`src/rtl/store_merge_unit.sv`:
```
// rtl/store_merge_unit.sv - read-modify-write store merge FSM for SB/SH/SW stores.
// Optional misaligned-store trap enabled by defining STORE_MISALIGN_TRAP_EN.
module store_merge_unit #(
  parameter int READ_WAIT = 1
) (
  input  logic        clk,
  input  logic        reset_n,
  input  logic        start,
  input  logic [1:0]  store_op,
  input  logic [31:0] addr,
  input  logic [31:0] reg_data,
  input  logic [31:0] mem_rdata,
  output logic [31:0] mem_addr,
  output logic [31:0] mem_wdata,
  output logic        mem_wr,
  output logic        busy,
  output logic        done,
  output logic [1:0]  err
);

  typedef enum logic [2:0] {IDLE, READ, MERGE, WRITE, DONE} state_t;

  localparam logic [1:0] OP_INV = 2'b00;
  localparam logic [1:0] OP_SB  = 2'b01;
  localparam logic [1:0] OP_SH  = 2'b10;
  localparam logic [1:0] OP_SW  = 2'b11;
  localparam logic [2:0] WAIT_LAST = 3'(READ_WAIT);

  state_t      state;
  logic [1:0]  op_q;
  logic [31:0] addr_q;
  logic [31:0] data_q;
  logic [2:0]  wait_cnt;
  logic [31:0] merged;
  logic [31:0] aligned_q;
  logic [31:0] start_aligned;
  logic        trap;

  assign aligned_q     = {addr_q[31:2], 2'b00};
  assign start_aligned = {addr[31:2], 2'b00};

`ifdef STORE_MISALIGN_TRAP_EN
  assign trap = ((store_op == OP_SH) && addr[0]) || ((store_op == OP_SW) && (addr[1:0] != 2'b00));
`else
  assign trap = 1'b0;
`endif

  // Replace only the addressed lane of the word read back from memory.
  always_comb begin
    merged = mem_rdata;
    case (op_q)
      OP_SB:   merged[{addr_q[1:0], 3'b000} +: 8]  = data_q[7:0];
      OP_SH:   merged[{addr_q[1], 4'b0000} +: 16] = data_q[15:0];
      OP_SW:   merged = data_q;
      default: merged = mem_rdata;
    endcase
  end

  always_ff @(posedge clk or negedge reset_n) begin
    if (!reset_n) begin
      state     <= IDLE;
      op_q      <= 2'b00;
      addr_q    <= 32'h0;
      data_q    <= 32'h0;
      wait_cnt  <= 3'd0;
      mem_addr  <= 32'h0;
      mem_wdata <= 32'h0;
      mem_wr    <= 1'b0;
      busy      <= 1'b0;
      done      <= 1'b0;
      err       <= 2'b00;
    end else begin
      mem_addr  <= 32'h0;
      mem_wdata <= 32'h0;
      mem_wr    <= 1'b0;
      done      <= 1'b0;
      err       <= 2'b00;
      case (state)
        IDLE: begin
          if (start) begin
            op_q   <= store_op;
            addr_q <= addr;
            data_q <= reg_data;
            busy   <= 1'b1;
            if (store_op == OP_INV) begin
              state <= DONE;
              done  <= 1'b1;
              err   <= 2'b01;
            end else if (trap) begin
              state <= DONE;
              done  <= 1'b1;
              err   <= 2'b10;
            end else if (store_op == OP_SW) begin
              state     <= WRITE;
              mem_addr  <= start_aligned;
              mem_wdata <= reg_data;
              mem_wr    <= 1'b1;
            end else begin
              state    <= READ;
              mem_addr <= start_aligned;
              wait_cnt <= 3'd1;
            end
          end
        end
        READ: begin
          if (wait_cnt == WAIT_LAST) begin
            state <= MERGE;
          end else begin
            wait_cnt <= wait_cnt + 3'd1;
            mem_addr <= aligned_q;
          end
        end
        MERGE: begin
          state     <= WRITE;
          mem_addr  <= aligned_q;
          mem_wdata <= merged;
          mem_wr    <= 1'b1;
        end
        WRITE: begin
          state <= DONE;
          done  <= 1'b1;
        end
        DONE: begin
          state <= IDLE;
          busy  <= 1'b0;
        end
        default: begin
          state <= IDLE;
          busy  <= 1'b0;
        end
      endcase
    end
  end

endmodule

```
`config.mk`:
```
export PLATFORM = sky130hd
export DESIGN_NAME = store_merge_unit
export DESIGN_NICKNAME = d
export VERILOG_FILES = /design/src/rtl/store_merge_unit.sv
export SDC_FILE = /design/constraint.sdc
export NUM_CORES = 1
export LEC_CHECK = 0
export CAP_MARGIN = 0
export CORE_MARGIN = 2
export CORE_UTILIZATION = 49
export CTS_BUF_LIST = sky130_fd_sc_hd__clkbuf_4 sky130_fd_sc_hd__clkbuf_8
export DETAILED_ROUTE_END_ITERATION = 10
export PLACE_DENSITY = 0.91
export SYNTH_ARGS = -nofsm -noshare
export SYNTH_HDL_FRONTEND = slang
export SYNTH_SLANG_ARGS = --single-unit
```
`constraint.sdc`:
```
create_clock -name clk -period 2.68 [get_ports clk]
set_clock_uncertainty 0.1 [all_clocks]
set_input_delay 0.268 -clock clk [delete_from_list [all_inputs] [get_ports clk]]
set_output_delay 0.268 -clock clk [all_outputs]
set_load 0.1 [all_outputs]
```
## After elaboration in Yosys (flattened, before gate mapping)

Cells that the tools add are included.
Widths: inputs -> output; s select.

- Bitwise gates (word level): 1
- Reduce and logical (&&, ||, !) cells: 8
- Shift operators: 4
- Multiplexer cells: 33
- $add $sub $neg: 3
- Equal/unequal tests: 13

Operator list:

| kind | number |
|---|---|
| $mux 32 | 6 |
| $pmux 32 s3 | 2 |
| $bwmux 32 | 2 |
| $pmux 32 s2 | 1 |
| $shift 16x7->32 const A | 1 |
| $shift 8x7->32 const A | 1 |
| $shiftx 16x7->32 | 1 |
| $shiftx 8x7->32 | 1 |
| $mux 3 | 7 |
| $neg 5->7 | 2 |
| $pmux 3 s4 | 1 |
| $ne 2x2->1 const B | 5 |
| $mux 1 | 9 |
| $eq 2x2->1 const B | 3 |
| $eq 3x1->1 const B | 2 |
| $eq 3x2->1 const B | 2 |
| $pmux 1 s2 | 3 |
| $pmux 3 s2 | 1 |
| $reduce_and 2->1 | 3 |
| $reduce_and 5->1 | 1 |
| $add 3x1->3 const B | 1 |
| $logic_not 3->1 | 1 |
| $reduce_or 3->1 | 1 |
| $eq 2x1->1 const B | 1 |
| other kinds (4) | 4 |

- Register bits after elaboration: 141

## Longest topological paths before layout

Gate-level depths: netlist of run 1.

- Word-level depth: 5
- Depth in mapped cells: 7
- Mapped depth without buffers: 6

## Worst setup path before layout of run 1

No wires, ideal clock.

- Path kind: reg-to-reg
- Start: reg addr_q[0]
- End: reg mem_wdata[18]
- Data arrival time: 1.720 ns
- Path buffers: 0
- Slack: 0.734 ns
- Stages on the path, launching flop included: 7
- Cell sequence: dfrtp_1 > inv_1 > ha_1 > nor4b_1 > a31oi_1 > nor2_1 > a221o_1

- Cells in the longest elaborated chain, start to end: 5
- Elaborated cells between the ends (all ways): 6
- Those cells by class: add/sub (1); shift (2); mux (3)

RTL lines:

| item | RTL line | source |
|---|---|---|
| start, declared | 31 | `logic [31:0] addr_q;` |
| start signal, assigned | 82 | `addr_q <= addr;` |
| $neg 5->7 (*) | 52 | `OP_SB: merged[{addr_q[1:0], 3'b000} +: 8] = data_q[7:0];` |
| $shiftx 8x7->32 / $shift 8x7->32 (equally long branches) | 52 |  |
| $bwmux 32 (*) | 52 |  |
| $pmux 32 s3 (*) | 51 | `case (op_q)` |
| $pmux 32 s2 (*) | 78 | `case (state)` |
| end signal, assigned | 96 | `mem_wdata <= reg_data;` |
| end signal, assigned | 116 | `mem_wdata <= merged;` |
| end, declared | 14 | `output logic [31:0] mem_wdata,` |

Mark *: on every way between the ends. The rest lies on a longest branch, timed or not.
A chain may end at the register's enable or synchronous reset.

## Worst setup path in the final report of run 1

- Start: reg addr_q[1]
- End: reg mem_wdata[24]

- Cells in the longest elaborated chain, start to end: 5
- Elaborated cells between the ends (all ways): 10
- Those cells by class: add/sub (2); shift (4); mux (4)

RTL lines:

| item | RTL line | source |
|---|---|---|
| $neg 5->7, on equally long branches | 53, 52 |  |
| $shiftx 16x7->32 (tied with other cells) | 53 | `OP_SH: merged[{addr_q[1], 4'b0000} +: 16] = data_q[15:0];` |
| $bwmux 32, on equally long branches | 53, 52 |  |
| $pmux 32 s3 (*) | 51 |  |
| $pmux 32 s2 (*) | 78 |  |

Marks and branches as above.

==> metrics list, run 1 <==
- The run finished with clean final reports.
- Detailed placement ended at an HPWL of roughly 11 mm.
* Final Routed Wirelength: 16.1 mm
- Postcts setup bufs: 0
* Worst EP arrival: 2.70 ns
* Number of max-slew violations in the final report: 0
- Setup repair after global routing left no endpoint under its margin.
* Count of H-tree levels built during CTS: 4
- Relative to the synthesized area, the layout overhead comes to 35.6%.
- Tcrit/Tclk final: 0.919
- The analysis attributes to cell leakage a power of a little under 4 nW.
- Root buffer selected by CTS: sky130_fd_sc_hd__clkbuf_8
- Final setup vio count: 0
* Rel. slew slack: 0.455
- In this run the count of I/O pins placed on the die edge is 170.
- The floorplan step defined a die boundary enclosing 0.0129 mm^2.
- Max-cap check violation count: 0
- Quantity of I/O buffers inserted on ports: 166
- TritonCTS clock tree: built
- The min-delay analysis places its worst path in the category input pin to flop.
* Starting Density: 0.496
- DRC viols: 0
- Clk_lat worst skew: 0.42 ns
- In this run, distinct cell masters in the synthesized netlist total 53.
- Yosys mapped a number of flops with a built-in enable equal to 0.
- Most used flip-flop cell after synthesis: sky130_fd_sc_hd__dfrtp_1
- Tightest Pin Transition: 0.817 ns
- Via count of the first global-routing pass: 5,135
- Worst EP required: 2.92 ns
- YS warnings: 0
- The worst path meets setup with 0.217 ns of slack.
* R2r setup slk: 0.22 ns
* Total Nets Final: 849
* GRT overflow: 0
- In this run, CTS created clock tree buffers numbering 17.
* Min Clock Period, post-route: 2.46 ns
* Fraction of registers with async set or reset after synthesis: 1.00
- The region available for standard cell placement spans 0.0119 mm^2.
* Number of hold violations in the final report: 0
- Die span in y: 114 um
* CP Max Fanout: 8
* Post-synthesis cell area: 0.00589 mm^2
- Setup total negative slack on the finished layout was measured at 0 ns.
- The longest clock path from root to sink contains 2 buffers.
- Dividing total power by cell area gives a power density of 1400 mW/mm^2.
- The worst setup path is captured at a flop.
- Dividing the detail-routed wire length by the instance count gives ~18 um.
* Count of nets left with antenna violations after detail routing: 0
* Drt first pass iters: 5
- At the placement stage, the worst setup path has a slack of 0.180 ns.
- Drt initial violations: 604
- The initial antenna violation count came to 1.
- Maximum achievable frequency: ~0.41 GHz
- Clock sink count: roughly 140
- Fraction of final layout cells sized beyond drive strength 1: 0.166
- Seq/Total Area, Yosys: 0.587
- Using the TritonRoute via totals, the vias-per-cell ratio works out to 5.66.
- Clock-pin slew on the worst setup and hold paths: 0.07 ns
- Pin count of the biggest net entering global routing: 92
- Synthesized area per cell: 10.3 um^2
* Weighted congestion at the end of routability-driven global placement: 0.878
- In the layout the commonest cells are sky130_fd_sc_hd__nand2_1 (212), sky130_fd_sc_hd__dfrtp_1 (138), sky130_fd_sc_hd__clkdlybuf4s50_1 (99), sky130_fd_sc_hd__buf_4 (80), sky130_fd_sc_hd__a22o_1 (34).
* Count of state elements after synthesis: 138
* Total routing resource utilization after global routing: 0.256
* Worst IR Drop VDD: 0.734 mV
* Site row count: 40
* Cell count after synthesis: 574
- Summing over every cut layer, the via total after detailed routing is 5,101.
- Horizontal extent of the die: 114 um
- CP startpoint kind: flop
- Commonest non-fill, non-tap cell in the layout: sky130_fd_sc_hd__nand2_1
* First-pass GRT wire length: 25.6 mm
- Post-CTS repair changed the size of 0 cells.
* Kind of critical path: flop to flop
[metal layers]
layer | share of wire | track usage | vias to the layer above
met3 | 0.072 | 0.0643 | 39
met1 | 0.41 | 0.329 | 2495
li1 | - | - | 2322
met5 | 0 | 0 | -
met4 | 0.024 | 0.105 | 0
met2 | 0.49 | 0.420 | 245
[worst paths after layout]
kind / cells after the start / startpoint / end
max: 6 / addr_q[1]$_DFFE_PN0P_ / mem_wdata[24]$_DFF_PN0_
min: 3 / reg_data[2] / data_q[2]$_DFFE_PN0P_
max reg2reg: 6 / addr_q[1]$_DFFE_PN0P_ / mem_wdata[24]$_DFF_PN0_
min reg2reg: 2 / addr_q[23]$_DFFE_PN0P_ / addr_q[23]$_DFFE_PN0P_
max in group asynchronous: 3 / reset_n / addr_q[16]$_DFFE_PN0P_
min in group asynchronous: 2 / reset_n / mem_wdata[4]$_DFF_PN0_
[report_power, final]
part	internal (mW)	switching [mW]	total, mW
sequential	2.94	0.668	3.61
combinational	1.49	4.12	5.61
clock	1.21	0.741	1.95
total	5.64	5.53	11.2
[Yosys cell counts, types with 2 or more instances]
library cell / n / area share
sky130_fd_sc_hd__a21oi_1: 4 / 0.0034
sky130_fd_sc_hd__a21oi_2: 2 / 0.0030
sky130_fd_sc_hd__a221o_1: 17 / 0.029
sky130_fd_sc_hd__a222oi_1: 4 / 0.0068
sky130_fd_sc_hd__a22o_1: 34 / 0.051
sky130_fd_sc_hd__a22oi_1: 18 / 0.023
sky130_fd_sc_hd__a31oi_1: 8 / 0.0085
sky130_fd_sc_hd__and2_1: 3 / 0.0032
sky130_fd_sc_hd__and3_1: 7 / 0.0074
sky130_fd_sc_hd__buf_2: 15 / 0.013
sky130_fd_sc_hd__buf_4: 9 / 0.011
sky130_fd_sc_hd__clkbuf_1: 9 / 0.0057
sky130_fd_sc_hd__dfrtp_1: 138 / 0.59
sky130_fd_sc_hd__ha_1: 7 / 0.015
sky130_fd_sc_hd__inv_1: 6 / 0.0038
sky130_fd_sc_hd__mux2i_1: 2 / 0.0034
sky130_fd_sc_hd__nand2_1: 212 / 0.14
sky130_fd_sc_hd__nand2b_1: 2 / 0.0021
sky130_fd_sc_hd__nand3_1: 2 / 0.0017
sky130_fd_sc_hd__nor2_1: 15 / 0.0096
sky130_fd_sc_hd__nor2b_1: 2 / 0.0021
sky130_fd_sc_hd__nor4bb_1: 2 / 0.0034
sky130_fd_sc_hd__o211ai_1: 5 / 0.0064
sky130_fd_sc_hd__o21ai_0: 19 / 0.016
sky130_fd_sc_hd__o21bai_1: 2 / 0.0026
sky130_fd_sc_hd__o22ai_1: 3 / 0.0032
[sequential cells by signal, indices dropped and copies added, names as in the netlist]
register,flops
data_q,32
state,3
mem_wdata,32
mem_addr,30
wait_cnt,3
op_q,2
err,1
done,1
busy,1
addr_q,32
mem_wr,1
[timing repair]
action / CTS / global route
endpoints found under the hold margin: 88 / 0
endpoints found under the setup margin: 0 / 0
hold buffers: 1 / 0
[kinds of logic after synthesis]
logic type	after synthesis	synth area share
buf+inv	41	0.0353
compound gates	124	0.167
simple gates	261	0.192
other cells	1	0.000637
mux	2	0.00340
fa+ha+maj	7	0.0149
flops	138	0.587
[worst max-delay path, cell delays in order, from the launching register on]
cell and delay, ns:
sky130_fd_sc_hd__dfrtp_1 0.49, sky130_fd_sc_hd__inv_1 0.14, sky130_fd_sc_hd__ha_1 0.37, sky130_fd_sc_hd__nor4bb_1 0.61
sky130_fd_sc_hd__and2_1 0.32, sky130_fd_sc_hd__a222oi_1 0.14, sky130_fd_sc_hd__o21ai_0 0.21
[area by class of cell]
class | count | area (um^2)
Sequential cell | 138 | 3450
Antenna cell | 1 | 2.50
Clock buffer | 23 | 298
Inverter | 6 | 22.5
Clock inverter | 8 | 165
Fill cell | 864 | 3880
Timing Repair Buffer | 181 | 1610
Tap cell | 147 | 184
Multi-Input combinational cell | 397 | 2240
[per-stage QoR]
step / hold WS, ns / total power, mW / instance area [um^2] / util / instances
after floorplan: -0.128 / 7.72 / 5890 / - / 576
final: 0.300 / 11.2 / 7980 / 0.673 / 901
after CTS: 0.276 / 11.2 / 7980 / 0.672 / 900
after global routing: 0.294 / 11.7 / 7980 / 0.673 / 901
after detailed placement: 0.298 / 9.21 / 7500 / 0.633 / 868
after global placement: 0.280 / 9.03 / 7500 / 0.633 / 868
Note: power is estimated with default switching activity, not from simulation.
==> inputs of run 2 (changes only) <==
--- a/config.mk
+++ b/config.mk
@@ -7,10 +7,12 @@
 export LEC_CHECK = 0
 export CAP_MARGIN = 0
 export CORE_MARGIN = 2
-export CORE_UTILIZATION = 49
+export CORE_UTILIZATION = 55
 export CTS_BUF_LIST = sky130_fd_sc_hd__clkbuf_4 sky130_fd_sc_hd__clkbuf_8
+export CTS_CLUSTER_SIZE = 16
 export DETAILED_ROUTE_END_ITERATION = 10
-export PLACE_DENSITY = 0.91
+export DONT_BUFFER_PORTS = 1
+export PLACE_DENSITY = 0.79
 export SYNTH_ARGS = -nofsm -noshare
 export SYNTH_HDL_FRONTEND = slang
 export SYNTH_SLANG_ARGS = --single-unit
==> metrics list, run 2 (synthesized netlist as in run 1, its figures left out) <==
- Number of buffers inserted for hold repair after clock tree synthesis: 99
- In this run the tool buffered the top-level ports with 0 buffer cells.
- Worst EP arrival: 2.84 ns
- Setup repair after global routing could not meet its margin everywhere.
- Routed wire per std cell: 19.5 um
- CP Max Fanout: 43
- Total power: 10.5 mW
- In the global route stage, overall resource usage came out at 0.291.
- The finished cells cover 0.00742 mm^2.
* Count of H-tree levels built during CTS: 4
* Total Nets Final: 779
* Layout overhead on the synthesized area: 26.1%
* Root buffer selected by CTS: sky130_fd_sc_hd__clkbuf_8
- Once placement completed, the tool counted placed cells totaling ~690.
* Status: finished with violations
- Violations in the final reports: negative hold slack
* Area of the core region: 0.0104 mm^2
* Final Routed Wirelength: ~16 mm
- CP startpoint kind: flop
* Clk_lat worst skew: 0.43 ns
* Max-cap check violation count: 0
- Across the VDD grid, the largest voltage drop is just over 0.7 mV.
- Tightest Pin Transition: 0.941 ns
- Walking the worst path, the cells encountered are or4b_4 -> buf_6 -> nor3_2 -> dlygate4sd3_1 -> o21bai_1.
* Worst Reg-to-Reg Cells: 5
- After clock tree synthesis, the setup repair step added 0 buffers.
- Stage delay of the slowest cell on the critical path: 0.75 ns
- Number of max-slew violations in the final report: 0
- Worst flop-to-flop path startpoint: state[1]$_DFFE_PN0P_
* Number of standard cells in the layout, taps in and fillers out: 821
- Count of nets left with antenna violations after detail routing: 0
- In this run the power density over the cells is ~1400 mW/mm^2.
- Die span in y: 107 um
- Total number of vias: 4,888
- The congestion estimate from routability-driven global placement came to ~0.9.
* Drt first pass iters: 5
- First-pass GRT wire length: 25.7 mm
- Type of element capturing the critical path: flop
- Pin count of the biggest net entering global routing: 139
* GRT overflow: 0
* DRC viols: 0
- Leaving out fill and tap cells, the most frequent cell in the layout is sky130_fd_sc_hd__nand2_1.
- Starting Density: 0.568
* Cell Area, Placed: 0.00599 mm^2
- Data on the critical path is required at its endpoint by 2.92 ns.
- In this run, CTS created clock tree buffers numbering 17.
- The initial antenna violation count is 1.
- Among all stages on the critical path, the largest delay is contributed by sky130_fd_sc_hd__or4b_4.
- Setup violations remaining at the end of the flow were counted as 0.
- Min Clock Period, post-route: 2.60 ns
- In this run the static leakage power is 3.58 nW.
* Via count of the first global-routing pass: 5,112
- The critical path is of the flop to flop type.
* Clk buf depth: 2
* Capture instance of the worst register-to-register path: done$_DFF_PN0_
* Die Outline Area: 0.0115 mm^2
- Dividing the final minimum period by the clock period gives 0.971.
- In the layout the commonest cells are sky130_fd_sc_hd__nand2_1 (212), sky130_fd_sc_hd__dfrtp_1 (138), sky130_fd_sc_hd__dlygate4sd3_1 (99), sky130_fd_sc_hd__a22o_1 (34), sky130_fd_sc_hd__clkbuf_8 (20).
- Headroom to the max-slew limit came out at 0.373.
- Fraction of final layout cells sized beyond drive strength 1: 0.0833
- Fillers: 755
* Site row count: 37
- Summed over all nets, the half-perimeter wirelength after detailed placement is 9.86 mm.
* Routed via count divided by cell count: 5.95
* Number of hold violations in the final report: 138
* Largest regs: addr_q x32, data_q x32, mem_wdata x32
* Clock sink count: 138
- Clock-pin slew on the worst setup and hold paths: 0.08 ns
- The tightest hold path in the finished design has a slack of -0.571 ns.
* Count of boundary I/O pins: 170
- The die is 107 um wide.
* TritonCTS clock tree: built
* Drt initial violations: approximately 460
- R2r setup slk: 0.08 ns
* Maximum achievable frequency: approximately 0.38 GHz
* Type of the most critical hold path: input pin to asynchronous set/reset pin
run 2: cell count changes in the layout (fill, tap and decap cells not counted), sizes merged:
cell	change
buf	-69
bufinv	-2
clkbuf	-1
clkdlybuf4s50	-99
clkinv	+3
dlygate4sd3	+98
inv	+1
run 2: routing by layer:
layer | vias up | GRT usage | part of all wire
li1 | 2185 | - | -
met3 | 44 | 0.102 | 0.10
met1 | 2389 | 0.365 | 0.39
met5 | - | 0 | 0
met4 | 0 | 0.128 | 0.022
met2 | 270 | 0.458 | 0.49
run 2: worst max-delay path by stage:
stage,start,to,depth (start not counted)
6_report,state[1]$_DFFE_PN0P_,done$_DFF_PN0_,5
5_1_grt,state[1]$_DFFE_PN0P_,done$_DFF_PN0_,5
4_1_cts,state[0]$_DFFE_PN0P_,done$_DFF_PN0_,5
3_5_place_dp,addr_q[1]$_DFFE_PN0P_,mem_wdata[21]$_DFF_PN0_,6
3_3_place_gp,addr_q[1]$_DFFE_PN0P_,mem_wdata[18]$_DFF_PN0_,6
2_1_floorplan,addr_q[0]$_DFFE_PN0P_,mem_wdata[18]$_DFF_PN0_,6
run 2: critical path, delay by kind of cell (launching register included):
| kind | cells | cell delay (ns) |
|---|---|---|
| simple gates | 2 | 0.88 |
| buf+inv | 2 | 0.89 |
| compound gates | 1 | 0.13 |
| flops | 1 | 0.50 |
run 2: final cells by class:
cell class / instances / area (um^2) / share of cell area
Sequential cell: 138 / 3450 / 0.465
Multi-Input combinational cell: 397 / 2250 / 0.303
Timing Repair Buffer: 111 / 1100 / 0.148
Clock buffer: 22 / 290 / 0.0391
Tap cell: 136 / 170 / 0.0229
Clock inverter: 10 / 140 / 0.0189
Inverter: 6 / 22.5 / 0.00303
Antenna cell: 1 / 2.50 / 0.000337
run 2: timing repair:
action / 4_1_cts / 5_1_grt
endpoints found under the hold margin: 271 / 138
resized for setup: 0 / 2
setup endpoints to repair: 0 / 3
run 2: report_power, final:
part	leakage (nW)	total (mW)	internal, mW	switching [mW]
registers	1.78	6.06	2.89	3.17
clock network	0.224	1.81	1.02	0.786
logic	1.58	2.61	1.08	1.53
total	3.58	10.5	4.99	5.48
run 2: per-stage QoR:
stage / TNS (ns) / setup slack (ns) / util / hold slack, ns
2_1_floorplan: 0 / 0.734 / - / -0.128
3_3_place_gp: 0 / 0.477 / 0.578 / -0.124
3_5_place_dp: 0 / 0.380 / 0.578 / -0.124
4_1_cts: 0 / 0.00822 / 0.715 / -0.592
5_1_grt: -0.0161 / -0.0151 / 0.716 / -0.610
6_report: 0 / 0.0778 / 0.716 / -0.571
==> inputs of run 3 (changes only) <==
--- a/config.mk
+++ b/config.mk
@@ -13,6 +13,7 @@
 export DETAILED_ROUTE_END_ITERATION = 10
 export DONT_BUFFER_PORTS = 1
 export PLACE_DENSITY = 0.79
+export SETUP_SLACK_MARGIN = 0.5
 export SYNTH_ARGS = -nofsm -noshare
 export SYNTH_HDL_FRONTEND = slang
 export SYNTH_SLANG_ARGS = --single-unit
==> metrics list, run 3 (synthesized netlist as in run 1, its figures left out) <==
- Maximum achievable frequency: 0.460 GHz
* First-pass GRT wire length: around 26 mm
- Type of element capturing the critical path: flop
- Clock sink count: 138
- Worst hold slack across all endpoints: -0.573 ns
* Number of standard cells in the layout, taps in and fillers out: approximately 830
- Tightest Pin Transition: between 0.9 and 1 ns
- Placed wire-length estimate: approximately 9.9 mm
- For the worst-skew pair, the clock arrives at the later sink with an insertion delay of between 0.4 and 0.5 ns.
- Final setup vio count: 0
- Total negative slack: 0 ns
- Cell Area, Placed: 0.00599 mm^2
- Cell-by-cell trace of the critical path: or4b_4 -> buf_4 -> nor2_4 -> nand2_1 -> o211ai_1
- Worst EP required: 2.91 ns
* Number of buffers inserted for hold repair after clock tree synthesis: 97
* Met2 Use GR: 0.457
* Cell area after layout: roughly 0.0075 mm^2
* Area of the core region: 0.0104 mm^2
- The routed layout has ~5,000 vias.
- The floorplan step defined a die boundary enclosing 0.0115 mm^2.
- Along the worst path, the maximum fanout reaches 12.
* Fraction of final layout cells sized beyond drive strength 1: 0.109
- Drt initial violations: 447
- The via count of the first global-routing pass is 5,101.
* Die span in y: ~110 um
- Largest delay contributor family on the critical path: simple AND/OR/NAND/NOR gates
- The critical path is of the flop to flop type.
- Setup repair after global routing could not meet its margin everywhere.
* Min Clock Period, post-route: about 2.2 ns
- After clock tree synthesis, the clock-pin slew on the worst setup and hold paths is 0.08 ns.
- TritonCTS Buffers: 17
- Max-cap check violation count: 0
* Rel. slew slack: 0.376
* DRC viols: 0
* Total Nets Final: 783
- Root buffer selected by CTS: sky130_fd_sc_hd__clkbuf_8
- Combined buffer and inverter count along the critical path: 1
* Quantity of I/O buffers inserted on ports: 0
- Final Routed Wirelength: 16.6 mm
- Place WS: roughly 0.38 ns
- Routed via count divided by cell count: 6.12
* GRT overflow: 0
- The number of cells on the worst reg-to-reg path is 5.
- Worst EP arrival: 2.40 ns
* Count of H-tree levels built during CTS: 4
- Placed insts: 689
- The largest individual stage delay along the critical path comes from the cell sky130_fd_sc_hd__or4b_4.
- Type of the most critical hold path: input pin to asynchronous set/reset pin
- The flow ran to the end, but the final reports show violations.
- Leaving out fill and tap cells, the most frequent cell in the layout is sky130_fd_sc_hd__nand2_1.
- Largest regs: addr_q x32, data_q x32, mem_wdata x32
- Tcrit/Tclk final: 0.811
- The critical path runs through a total of 5 cells.
* Routed wire per std cell: ~20 um
* Top library cells by usage in the layout, fill and taps aside: sky130_fd_sc_hd__nand2_1 (212), sky130_fd_sc_hd__dfrtp_1 (133), sky130_fd_sc_hd__dlygate4sd3_1 (97), sky130_fd_sc_hd__a22o_1 (34), sky130_fd_sc_hd__clkbuf_8 (20)
* Layout overhead on the synthesized area: 27.5%
* Total power: approximately 11 mW
- Starting Density: 0.568
- For this run, the share of the core covered by cells in the final layout is 0.724.
- Static Leak: 3.59 nW
- Number of antenna violations at the first check in global routing: 1
* Number of max-slew violations in the final report: 0
* Drt first pass iters: 8
- Count of nets left with antenna violations after detail routing: 0
- At the end of routability-driven placement, the weighted congestion stood at 0.884.
* Stage delay of the slowest cell on the critical path: approximately 0.63 ns
- Total routing resource utilization after global routing: 0.292
- Number of hold violations in the final report: 138
* CP startpoint kind: flop
* Final WS setup: a little over 0.5 ns
* Count of boundary I/O pins: 170
- From left edge to right edge, the die measures around 110 um.
* Power per standard cell area: 1420 mW/mm^2
- M1 GR Usage: 0.368
- Clk buf depth: 2
- Entering global routing, the biggest net connects between 100 and 150 pins.
- Worst IR Drop VDD: between 0.7 and 0.8 mV
- The floorplan has 37 rows.
* Global-route met3 utilization: 0.104
- TritonCTS clock tree: built
- The checks that failed: negative hold slack.
- met2 is the most crowded layer.
[run 3: changes by cell type in the layout (fill, tap and decap cells not counted), moves of 2 or more]
| cell | previous run | this run |
|---|---|---|
| sky130_fd_sc_hd__dlygate4sd3_1 | 99 | 97 |
| sky130_fd_sc_hd__dfrtp_1 | 138 | 133 |
| sky130_fd_sc_hd__buf_4 | 10 | 14 |
| sky130_fd_sc_hd__nor2_4 | 1 | 3 |
| sky130_fd_sc_hd__dfrtp_2 | 0 | 5 |
[run 3: worst register-to-register path, cell delays in order, from the launching register on]
cell	delay, ns
sky130_fd_sc_hd__dfrtp_1	0.58
sky130_fd_sc_hd__or4b_4	0.63
sky130_fd_sc_hd__buf_4	0.20
sky130_fd_sc_hd__nor2_4	0.29
sky130_fd_sc_hd__nand2_1	0.13
sky130_fd_sc_hd__o211ai_1	0.15
[run 3: worst paths after layout]
path | to | slack, ns | from
max reg2reg | mem_wdata[23]$_DFF_PN0_ | 0.51 | state[2]$_DFFE_PN0P_
min | data_q[19]$_DFFE_PN0P_ | -0.57 | reset_n
max | mem_wdata[23]$_DFF_PN0_ | 0.51 | state[2]$_DFFE_PN0P_
min in group clk | op_q[0]$_DFFE_PN0P_ | 0.05 | start
min reg2reg | addr_q[30]$_DFFE_PN0P_ | 0.38 | addr_q[30]$_DFFE_PN0P_
max in group asynchronous | addr_q[0]$_DFFE_PN0P_ | 2.82 | reset_n
[run 3: timing repair]
action,in CTS,in global routing
buffers inserted,0,4
gates cloned,1,1
setup endpoints to repair,27,57
pin swaps,2,1
gates resized for setup,5,13
endpoints found under the hold margin,271,138
[run 3: area by class of cell]
type	count	area, um^2
Antenna cell	1	2.50
Tap cell	136	170
Sequential cell	138	3460
Multi-Input combinational cell	399	2310
Timing Repair Buffer	113	1110
Inverter	6	22.5
Fill cell	728	2870
Clock inverter	10	140
Clock buffer	22	290
[run 3: report_power, final]
part	switching (mW)	total (mW)	internal (mW)
clock network	0.787	1.81	1.02
logic	1.59	2.73	1.14
registers	3.19	6.09	2.90
total	5.57	10.6	5.05
[run 3: metal layers]
layer  vias up  routed length [um]
met5         -                   0
met4         0                 517
met3        54                1890
met2       317                7930
met1      2473                6220
li1       2202                   -
